### config.mk
export PLATFORM = sky130hd
export DESIGN_NAME = ws2812b_frame_ctrl
export DESIGN_NICKNAME = d
export VERILOG_FILES = /design/src/rtl/ws2812b_pkg.sv /design/src/rtl/ws2812b_pixbuf.sv /design/src/rtl/ws2812b_frame_ctrl.sv
export SDC_FILE = /design/constraint.sdc
export NUM_CORES = 1
export LEC_CHECK = 0
export ABC_CLOCK_PERIOD_IN_PS = 10600
export CAP_MARGIN = 20
export CORE_UTILIZATION = 38
export DETAILED_ROUTE_END_ITERATION = 8
export PLACE_DENSITY_LB_ADDON = 0.2
export REMOVE_ABC_BUFFERS = 1
export SLEW_MARGIN = 40
export SYNTH_ARGS = -nofsm -noshare
export SYNTH_HDL_FRONTEND = slang
export SYNTH_SLANG_ARGS = --single-unit
### constraint.sdc
create_clock -name clk -period 10.6 [get_ports clk]
set_clock_uncertainty 0.05 [all_clocks]
set_input_delay 1.59 -clock clk [delete_from_list [all_inputs] [get_ports clk]]
set_output_delay 1.59 -clock clk [all_outputs]
set_load 0.05 [all_outputs]
### src/rtl/ws2812b_pkg.sv
// Shared types and helpers for the WS2812B frame sequencer: FSM states,
// pixel width and the RGB-to-GRB wire-order reorder.
package ws2812b_pkg;

    localparam int PIX_W = 24;

    typedef enum logic [2:0] {
        IDLE,
        FETCH,
        SCALE,
        OFFER,
        DRAIN,
        DONE
    } state_e;

    // The LED expects green first on the wire.
    function automatic logic [PIX_W-1:0] rgb_to_grb(input logic [PIX_W-1:0] rgb);
        return {rgb[15:8], rgb[23:16], rgb[7:0]};
    endfunction

endpackage

### src/rtl/ws2812b_pixbuf.sv
// Pixel buffer: one write port, one synchronous read port with 1-cycle latency.
// Contents are deliberately not reset so a host image survives a controller reset.
module ws2812b_pixbuf
    import ws2812b_pkg::*;
#(
    parameter int NUM_LEDS = 16,
    parameter int ADDR_W   = 8,
    parameter int IDX_W    = (NUM_LEDS > 1) ? $clog2(NUM_LEDS) : 1
) (
    input  logic             clk,
    input  logic             wr_en,
    input  logic [ADDR_W-1:0] wr_addr,
    input  logic [PIX_W-1:0] wr_data,
    input  logic [IDX_W-1:0] rd_addr,
    output logic [PIX_W-1:0] rd_data
);

    localparam logic [ADDR_W:0] DEPTH = (ADDR_W + 1)'(NUM_LEDS);

    logic [PIX_W-1:0] mem_q [NUM_LEDS];
    logic [PIX_W-1:0] rd_data_q;
    logic             wr_ok;

    // Out-of-range addresses are dropped rather than aliased onto low entries.
    assign wr_ok = wr_en && ({1'b0, wr_addr} < DEPTH);

    always_ff @(posedge clk) begin
        if (wr_ok) begin
            mem_q[wr_addr[IDX_W-1:0]] <= wr_data;
        end
        rd_data_q <= mem_q[rd_addr];
    end

    assign rd_data = rd_data_q;

endmodule

### src/rtl/ws2812b_frame_ctrl.sv
// Frame sequencer: streams the pixel buffer, brightness-scaled and GRB-ordered,
// into the WS2812B encoder and waits out the encoder reset pulse per frame.
module ws2812b_frame_ctrl
    import ws2812b_pkg::*;
#(
    parameter int NUM_LEDS = 16,
    parameter int ADDR_W   = 8
) (
    input  logic              clk,
    input  logic              rst,
    input  logic              wr_en,
    input  logic [ADDR_W-1:0] wr_addr,
    input  logic [23:0]       wr_data,
    input  logic [ADDR_W:0]   frame_len,
    input  logic [7:0]        bright,
    input  logic              start,
    output logic              busy,
    output logic              done,
    output logic [15:0]       frame_count,
    output logic [23:0]       px_data,
    output logic              px_valid,
    output logic              px_latch,
    input  logic              px_ready
);

    localparam int              IDX_W   = (NUM_LEDS > 1) ? $clog2(NUM_LEDS) : 1;
    localparam logic [ADDR_W:0] MAX_LEN = (ADDR_W + 1)'(NUM_LEDS);

    // (c * (bright+1)) >> 8 keeps full scale exact at bright=255.
    function automatic logic [7:0] scale_ch(input logic [7:0] c, input logic [8:0] gain);
        return 8'((16'(c) * 16'(gain)) >> 8);
    endfunction

    function automatic logic [PIX_W-1:0] scale_px(input logic [PIX_W-1:0] rgb,
                                                  input logic [7:0] br);
        logic [8:0] gain;
        gain = {1'b0, br} + 9'd1;
        return {scale_ch(rgb[23:16], gain), scale_ch(rgb[15:8], gain), scale_ch(rgb[7:0], gain)};
    endfunction

    state_e            state_q, state_d;
    logic [ADDR_W-1:0] idx_q, idx_d;
    logic [ADDR_W:0]   len_q, len_d;
    logic [7:0]        bright_q, bright_d;
    logic [PIX_W-1:0]  px_data_q, px_data_d;
    logic              px_latch_q, px_latch_d;
    logic              px_valid_q, px_valid_d;
    logic [15:0]       frame_count_q, frame_count_d;
    logic [PIX_W-1:0]  rd_data;

    ws2812b_pixbuf #(
        .NUM_LEDS (NUM_LEDS),
        .ADDR_W   (ADDR_W),
        .IDX_W    (IDX_W)
    ) u_pixbuf (
        .clk     (clk),
        .wr_en   (wr_en),
        .wr_addr (wr_addr),
        .wr_data (wr_data),
        .rd_addr (idx_q[IDX_W-1:0]),
        .rd_data (rd_data)
    );

    always_ff @(posedge clk or posedge rst) begin
        if (rst) begin
            state_q       <= IDLE;
            idx_q         <= '0;
            len_q         <= '0;
            bright_q      <= '0;
            px_data_q     <= '0;
            px_latch_q    <= 1'b0;
            px_valid_q    <= 1'b0;
            frame_count_q <= '0;
        end else begin
            state_q       <= state_d;
            idx_q         <= idx_d;
            len_q         <= len_d;
            bright_q      <= bright_d;
            px_data_q     <= px_data_d;
            px_latch_q    <= px_latch_d;
            px_valid_q    <= px_valid_d;
            frame_count_q <= frame_count_d;
        end
    end

    always_comb begin
        state_d       = state_q;
        idx_d         = idx_q;
        len_d         = len_q;
        bright_d      = bright_q;
        px_data_d     = px_data_q;
        px_latch_d    = px_latch_q;
        px_valid_d    = px_valid_q;
        frame_count_d = frame_count_q;

        case (state_q)
            IDLE: begin
                if (start) begin
                    len_d    = (frame_len > MAX_LEN) ? MAX_LEN : frame_len;
                    bright_d = bright;
                    idx_d    = '0;
                    state_d  = (frame_len == '0) ? DONE : FETCH;
                end
            end
            FETCH: begin
                state_d = SCALE;
            end
            SCALE: begin
                px_data_d  = rgb_to_grb(scale_px(rd_data, bright_q));
                px_latch_d = ({1'b0, idx_q} == (len_q - (ADDR_W + 1)'(1)));
                px_valid_d = 1'b1;
                state_d    = OFFER;
            end
            OFFER: begin
                if (px_ready) begin
                    px_valid_d = 1'b0;
                    px_latch_d = 1'b0;
                    if (px_latch_q) begin
                        state_d = DRAIN;
                    end else begin
                        idx_d   = idx_q + ADDR_W'(1);
                        state_d = FETCH;
                    end
                end
            end
            // Encoder re-raises ready only after its latch/reset pulse.
            DRAIN: begin
                if (px_ready) begin
                    state_d = DONE;
                end
            end
            DONE: begin
                frame_count_d = frame_count_q + 16'd1;
                state_d       = IDLE;
            end
            default: begin
                state_d = IDLE;
            end
        endcase
    end

    assign busy        = (state_q != IDLE);
    assign done        = (state_q == DONE);
    assign frame_count = frame_count_q;
    assign px_data     = px_data_q;
    assign px_valid    = px_valid_q;
    assign px_latch    = px_latch_q;

endmodule

# Word-level counts from Yosys, hierarchy flattened
# Memory sizes are Yosys's and may differ from the RTL's. A register that Yosys moved wholly into a read port is not among the register bits.
# Cells that the tools add are included.
[totals]
ff_bits = 70
ram_bits = 384
inputBits = 54
out_inout_bits = 44
mem_count = 1
[memory_table]
columns = ["name", "words", "word_bits", "rd", "rd_clocked_by_memory_dff", "write_ports", "line", "rtl"]
rows = [
  ["u_pixbuf.mem_q", 16, 24, 1, 1, 1, "ws2812b_pixbuf.sv:20", "logic [PIX_W-1:0] mem_q [NUM_LEDS];"],
]
[op_classes]
addsub = 4
multipliers = 3
n_lt_le_gt_ge = 2
n_eq_ne = 10
muxes = 16
n_reduce_logical = 10
[op_table]
columns = ["cell", "n"]
rows = [
  ["8-bit by 9-bit multiplier with 16-bit output", 3],
  ["8-bit 2-to-1 mux", 3],
  ["16-bit by 1-bit adder with 16-bit output (second input constant)", 1],
  ["8-bit one-hot mux with 2 select lines", 1],
  ["3-bit 2-to-1 mux", 5],
  ["3-bit one-hot mux with 5 select lines", 1],
  ["8-bit by 1-bit adder with 9-bit output (second input constant)", 1],
  ["8-bit by 9-bit == test with 1-bit output", 1],
  ["9-bit by 5-bit > comparator with 1-bit output (second input constant)", 1],
  ["9-bit zero test", 1],
  ["9-bit 2-to-1 mux", 1],
  ["9-bit by 1-bit subtractor with 9-bit output (second input constant)", 1],
  ["8-bit by 1-bit adder with 8-bit output (second input constant)", 1],
  ["8-bit by 5-bit less-than comparator with 1-bit output (second input constant)", 1],
  ["2-bit inequality test (second input constant)", 4],
  ["3-bit by 2-bit == test with 1-bit output (second input constant)", 2],
  ["3-bit == test (second input constant)", 2],
  ["1-bit one-hot mux with 2 select lines", 2],
  ["2-bit AND reduction", 2],
  ["4-bit AND reduction", 1],
  ["2-bit nonzero test", 2],
  ["3-bit by 1-bit == test with 1-bit output (second input constant)", 1],
  ["3-bit zero test", 1],
  ["1-bit 2-to-1 mux", 3],
  ["3 further kinds", 3],
]

# Depth between registers and ports, before layout
# Gate-level depths: netlist (run 1).
[depth]
depth_word = 4
ltp_mapped = 19
mapped_depth_nobuf = 18

# By module
# A second synthesis (run 1) with hierarchy kept.
[unflattened]
cells_unflattened = 1666
area_unflattened_um2 = 24309.6
[modules_own_cells]
columns = ["module", "n_inst", "cells_each", "area_per_inst_um2", "seq_area_each_um2"]
rows = [
  ["ws2812b_pixbuf", 1, 638, 14951.8, 12011.5],
  ["ws2812b_frame_ctrl", 1, 1028, 9357.7, 1751.7],
]

# Worst setup path before layout (run 1)
# Ideal clock, no wire load.
[synth_path]
path_kind = "flip-flop to flip-flop"
start = "reg bright_q[2]"
end = "reg px_data_q[23], in the netlist px_data[23]"
setup_ns = 0.095
t_arrival_ns = 4.772
setup_slack_ns = 5.682
path_stages_with_launch = 20
path_buffers = 1
synth_period_minus_slack_ns = 4.918
cell_sequence = "dfrtp_1 > nand3_1 > nor2_1 > xor2_1 > clkbuf_1 > nand2_1 > fa_1 > fa_1 > inv_1 > fa_1 > inv_1 > fa_1 > inv_1 > ha_1 > nor4_1 > o31ai_2 > nand3_1 > a211oi_1 > o31a_1 > o31ai_1"
[synth_between]
elab_chain_len = 2
[synth_rtl]
columns = ["item", "line", "rtl"]
rows = [
  ["start, declared", "ws2812b_frame_ctrl.sv:44", "logic [7:0] bright_q, bright_d;"],
  ["start signal, assigned", "ws2812b_frame_ctrl.sv:78", "bright_q <= bright_d;"],
  ["8-bit by 1-bit adder with 9-bit output", "ws2812b_frame_ctrl.sv:37", "gain = {1'b0, br} + 9'd1;"],
  ["8-bit by 9-bit multiplier with 16-bit output", "ws2812b_frame_ctrl.sv:31", "return 8'((16'(c) * 16'(gain)) >> 8);"],
  ["end signal, assigned", "ws2812b_frame_ctrl.sv:79", "px_data_q <= px_data_d;"],
  ["end, declared", "ws2812b_frame_ctrl.sv:45", "logic [PIX_W-1:0] px_data_q, px_data_d;"],
]
# Every way passes these cells.
# A chain may end at the register's enable or synchronous reset.

# Worst setup path after layout (run 1)
[layout_path]
start = "reg bright_q[0]"
end = "reg px_data_q[23], in the netlist px_data[23]"
# Same word-level chain as after synthesis.

==> results.py, run 1 <==
metrics = {
    "setup_path": {
        "critPathArrivalTime_ns": 6.42,
        "startpoint_type": "flip-flop",
        "critPathKind": "flip-flop to flip-flop",
        "crit_required_ns": 11.04,
        "critPathCaptureType": "flip-flop",
        "path_max_fanout": 23,
    },
    "drt": {
        "viasPerCell": 5.14,
        "first_pass_iters": 5,
        "routedWlPerCell_um": 20.8,
        "num_vias": 13500,
        "route.detailed.drc": 0,
        "wl_um": 54800,
        "ant_nets": 0,
        "initialDrtViolationCount": 805,
    },
    "sta": {
        "max_slew_margin_pct": 45.2,
        "fin_crit_sh_pct": 56.4,
        "worst_slew_pin_slew_ns": 0.822,
        "fin_setup_tns_ns": 0,
        "fmax_mhz": 167,
        "period_minus_slack_ns": 5.98,
        "hold_violations": 0,
        "rsz0062_at_grt": "no",
        "slew_violations": 0,
        "finalSetupViolations": 0,
    },
    "placement": {
        "place_inst": 2539,
        "dp_hpwl_um": 35600,
        "place_congestion": 0.800,
        "numPortBuffers": 97,
    },
    "synth": {
        "syn_area_per_cell_um2": 15.1,
        "synthesis.area_um2": 24400,
        "ys_types": 61,
        "async_flop_share_pct": 14.6,
        "ys_seq_area_share_pct": 56.3,
        "synth-main-ff-cell": "edfxtp_1",
        "yosysWarnings": 0,
        "synth_edf_count": 384,
        "synth_cells": 1619,
        "synth_seq_cells": 478,
    },
    "final_layout": {
        "multi_input_area_um2": 9980,
        "final_core_util_pct": 44.9,
        "final_cell_mix": "edfxtp_1 (384), inv_1 (152), and2_1 (147), nand2_1 (123)",
        "seqCellArea_um2": 13800,
        "num-fill-cells": 5611,
        "fin_nets": 2020,
        "final_common_cell": "edfxtp_1",
        "syn_to_final_growth_pct": 16.4,
        "fin_cells": 2633,
        "layout-drive-gt1-share_pct": 15.6,
        "antenna_cells": 0,
    },
    "clock_network": {
        "clk_latency_ns": 0.64,
        "cts_buffers": 50,
        "cts_tree": "built",
        "cts-root-buf": "clkbuf_16",
        "clk_pin_slew_worst_paths_ns": 0.06,
        "cts_resized": 0,
        "clock-sinks": 478,
        "cts.path.max_buffers": 3,
        "post_cts.repair.setup_buffers": 0,
        "htree_levels": 2,
        "cts_hold_buf": 0,
    },
    "floorplan": {
        "coreArea_um2": 63300,
        "start_util_pct": 38.6,
        "pin_count": 98,
        "rows": 92,
        "dieArea_um2": 65300,
        "die_h_um": 256,
        "die-width_um": 256,
    },
    "grt": {
        "grt_pass1_vias": 14300,
        "antenna_found_initial": 1,
        "gr-usage-all-layers_pct": 17.1,
        "grt_pass1_wl_um": 84700,
        "grt_max_degree": 71,
        "grt_overflow_total": 0,
    },
    "worst_hold_path": {
        "hold_path_class": "flip-flop to flip-flop",
    },
    "run_status": {
        "status": "complete, no violations",
    },
    "run": {
        "max_cap_viol_count": 0,
    },
}
-- metrics by stage --
step                setup WS (ns)  cell area, um^2  hold WS (ns)
floorplan                    5.06            24200         0.420
global placement             4.55            26500         0.412
detailed placement           4.33            26800         0.410
CTS                          4.31            28400         0.426
global route                 4.24            28400         0.443
finish                       4.62            28400         0.417
-- layout make-up --
type,count,area share (%)
Sequential cell,478,48.5
Multi-Input combinational cell,928,35.1
Clock buffer,62,4.59
Tap cell,846,3.72
Timing Repair Buffer,135,5.05
Inverter,153,2.02
Clock inverter,31,1.04
-- worst max-delay path: stages, from the launching register on --
cell and delay (ns):
dfrtp_2 0.70, ha_2 0.31, nand3_1 0.10, xnor2_1 0.56, buf_4 0.34, nand2_1 0.10
fa_1 0.50, fa_1 0.54, inv_1 0.05, fa_1 0.47, inv_1 0.04, fa_1 0.47
inv_1 0.04, ha_1 0.26, nor2_1 0.04, a21oi_1 0.22, nand3_1 0.23, a211oi_1 0.53
nor4_1 0.10, o31ai_1 0.22
-- flip-flops by register name (all words and copies together), names as in the netlist --
signal            flops
px_valid              1
frame_count          16
px_data              24
px_latch              1
idx_q                 8
len_q                 9
u_pixbuf.mem_q      384
bright_q              8
state_q               3
u_pixbuf.rd_data     24
-- routing by layer --
layer  vias up  track usage (%)  share of wire, %
li1       6088                -                 -
met1      7043             22.8                44
met2       321             28.6                49
met3        85             2.76               4.9
met4         2             5.16               2.3
met5         -                0             0.031
-- path summary, 6_finish.rpt --
check	from	to	slack, ns	depth (start not counted)
max	bright_q[0]	px_data[23]	4.62	19
min	px_data[16]	px_data[16]	0.42	2
max reg2reg	bright_q[0]	px_data[23]	4.62	19
min reg2reg	px_data[16]	px_data[16]	0.42	2
max in group asynchronous	rst	idx_q[1]	8.49	3
min in group asynchronous	rst	frame_count[13]	1.46	3
-- Yosys cell counts, types with 4 or more instances --
library cell	n	area, um^2
o21a_1	5	37.5
dfxtp_1	24	480
and2_1	147	920
mux4_2	120	2700
edfxtp_1	384	11500
a21oi_1	15	75.1
o21ai_0	29	145
and3_1	5	31.3
nor2_1	38	143
nand3_1	21	105
buf_2	18	90.1
nor4_1	8	50.1
clkbuf_1	39	146
nor2b_1	16	100
o21bai_1	5	37.5
nor3_1	17	85.1
a211oi_1	7	52.6
o31ai_1	6	45.0
a31oi_1	7	43.8
ha_1	100	1250
fa_1	120	2400
xor2_1	21	184
nand2_1	123	462
nand2b_1	6	37.5
a21o_1	5	37.5
nand4_1	11	68.8
and2_2	7	52.6
inv_1	153	574
or4_1	4	30.0
dfrtp_1	70	1750
xnor2_1	41	359
-- cell families (layout without fill, tap and decap cells) --
group                    count (synthesis)  count (layout)  share of synthesized area (%)
AO/OA/AOI/OAI                          102             102                           2.81
XOR/XNOR                                62              62                           2.22
adder cells (fa/ha/maj)                220             220                           15.0
buffers and inverters                  213             381                           3.36
flip-flops                             478             478                           56.3
multiplexers                           121             121                           11.1
AND/OR/NAND/NOR                        423             423                           9.20
Power of run 1 is left out: the tool's default activity adds up to more than one toggle a clock period on the data nets, which glitch-free logic cannot reach.
==> run 2: changes to the inputs <==
--- a/config.mk
+++ b/config.mk
@@ -5,7 +5,7 @@
 export SDC_FILE = /design/constraint.sdc
 export NUM_CORES = 1
 export LEC_CHECK = 0
-export ABC_CLOCK_PERIOD_IN_PS = 10600
+export ABC_CLOCK_PERIOD_IN_PS = 5610
 export CAP_MARGIN = 20
 export CORE_UTILIZATION = 38
 export DETAILED_ROUTE_END_ITERATION = 8
==> constraint.sdc (replaced) <==
create_clock -name clk -period 5.61 [get_ports clk]
set_clock_uncertainty 0.05 [all_clocks]
set_input_delay 0.8415 -clock clk [delete_from_list [all_inputs] [get_ports clk]]
set_output_delay 0.8415 -clock clk [all_outputs]
set_load 0.05 [all_outputs]
==> results.py, run 2 (synthesized netlist as in run 1, its figures left out) <==
metrics = {
    "run_status": {
        "status": "complete, no violations",
    },
    "final_layout": {
        "layout-drive-gt1-share_pct": 16.2,
        "final_common_cell": "edfxtp_1",
        "final_cell_mix": "edfxtp_1 (384), inv_1 (152), and2_1 (147), nand2_1 (123)",
        "largest_reg_flops": 384,
        "syn_to_final_growth_pct": 18.3,
        "fin_nets": 2035,
    },
    "setup_path": {
        "reg2regPathDepth": 17,
        "worst-path-buf-inv": 3,
        "cpMostUsedCell": "fa_1",
        "r2r-end": "px_data[23]",
        "crit_family": "adder cells",
        "critPathKind": "flip-flop to flip-flop",
        "critPathArrivalTime_ns": 5.68,
        "slowest_stage": "nor3_2",
        "crit_chain": "ha_1 -> nand2_1 -> nor3_2 -> buf_4 -> and2_1 -> fa_1 -> fa_1 -> fa_1 -> inv_1 -> fa_1 -> inv_1 -> ha_1 -> a21o_1 -> nor3_1 -> a211oi_2 -> o31a_1 -> o31ai_1",
        "startpoint": "bright_q[1]",
        "crit_required_ns": 6.05,
        "r2r-start": "bright_q[1]",
        "cpPeakStageDelay_ns": 0.54,
        "startpoint_type": "flip-flop",
        "reg2reg_setup_slack_ns": 0.37,
        "critPathCaptureType": "flip-flop",
        "path_max_fanout": 6,
    },
    "worst_hold_path": {
        "hold_path_class": "flip-flop to flip-flop",
        "holdPathEnd": "px_data[8]",
        "whs_path_depth": 2,
        "hold_start": "px_data[8]",
    },
    "floorplan": {
        "dieArea_um2": 65300,
        "pin_count": 98,
        "coreArea_um2": 63300,
        "start_util_pct": 38.6,
        "die-width_um": 256,
        "die_h_um": 256,
        "rows": 92,
    },
    "clock_network": {
        "htree_levels": 2,
        "clk_latency_ns": 0.62,
        "cts_hold_buf": 0,
        "cts_tree": "built",
        "cts.path.max_buffers": 3,
        "clk_pin_slew_worst_paths_ns": 0.06,
        "clock-sinks": 478,
        "cts-root-buf": "clkbuf_16",
        "cts_buffers": 53,
    },
    "sta": {
        "fin_setup_tns_ns": 0,
        "fmax_mhz": 191,
        "slew_violations": 0,
        "period_minus_slack_ns": 5.24,
        "finalSetupViolations": 0,
        "rsz0062_at_grt": "yes",
        "worst_slew_pin_slew_ns": 0.727,
        "max_slew_margin_pct": 51.1,
        "hold_violations": 0,
        "fin_crit_sh_pct": 93.4,
    },
    "grt": {
        "gr-usage-all-layers_pct": 17.0,
        "grt_pass1_wl_um": 85100,
        "antenna_found_initial": 4,
        "grt_max_degree": 50,
        "grt_overflow_total": 0,
        "grt_pass1_vias": 14200,
    },
    "drt": {
        "initialDrtViolationCount": 939,
        "route.detailed.drc": 0,
        "ant_nets": 0,
        "num_vias": 13500,
        "wl_um": 54400,
        "first_pass_iters": 4,
        "viasPerCell": 5.07,
        "routedWlPerCell_um": 20.5,
    },
    "run": {
        "max_cap_viol_count": 0,
    },
    "placement": {
        "place_congestion": 0.773,
        "dp_hpwl_um": 36100,
        "numPortBuffers": 97,
    },
}
==> run 2: cell count changes in the layout (fill, tap and decap cells not counted), sizes merged, moves of 3 or more <==
cell / before / now
clkbuf: 62 / 69
buf: 38 / 50
clkinv: 26 / 20
bufinv: 3 / 6
inv: 153 / 157
==> run 2: repair_timing <==
action,4_1_cts,5_1_grt
setup buffers,0,1
endpoints found under the setup margin,0,3
resized for setup,0,4
==> run 2: area by class of cell <==
| type | count | area (um^2) |
|---|---|---|
| flip-flops and latches | 478 | 13800 |
| well taps | 846 | 1060 |
| clock buffers | 69 | 1420 |
| diodes | 1 | 2.50 |
| multi-input cells | 928 | 9970 |
| fillers | 5526 | 34400 |
| inverters | 153 | 576 |
| clock inverters | 31 | 379 |
| repair buffers | 147 | 1740 |
==> run 2: worst max path at each step <==
stage	slack [ns]	cells past startpoint	end
after floorplan	0.07	17	px_data[15]
after global placement	0.44	17	px_data[23]
after detailed placement	0.30	19	px_data[22]
after CTS	0.30	19	px_data[23]
after global routing	-0.004	18	px_data[21]
final	0.37	17	px_data[23]
==> run 2: routing by layer <==
metal  GRT usage (%)  vias up  share of wire, %
met3            2.39       71               3.9
li1                -     6131                 -
met2            28.1      233                49
met4            4.39        2               1.8
met5               0        -             0.017
met1            23.6     7021                45
==> run 2: worst register-to-register path: cells and delay by family, from the launching register on <==
kind / cells / cell delay, ns
AO/OA/AOI/OAI: 4 / 0.90
adder cells (fa/ha/maj): 6 / 2.28
buffers and inverters: 3 / 0.34
flip-flops: 1 / 0.38
AND/OR/NAND/NOR: 4 / 1.20
==> run 2: through the flow <==
stage	worst slack [ns]	instance area, um^2	cells	hold slack, ns	util [%]
3_3_place_gp	0.443	26500	2526	0.411	41.9
2_1_floorplan	0.0725	24200	1559	0.420	-
5_1_grt	-0.00439	28900	2652	0.453	45.7
6_report	0.373	28900	2653	0.424	45.7
3_5_place_dp	0.302	27100	2551	0.420	42.8
4_1_cts	0.303	28900	2651	0.431	45.6
Power of run 2 is left out for the same reason.
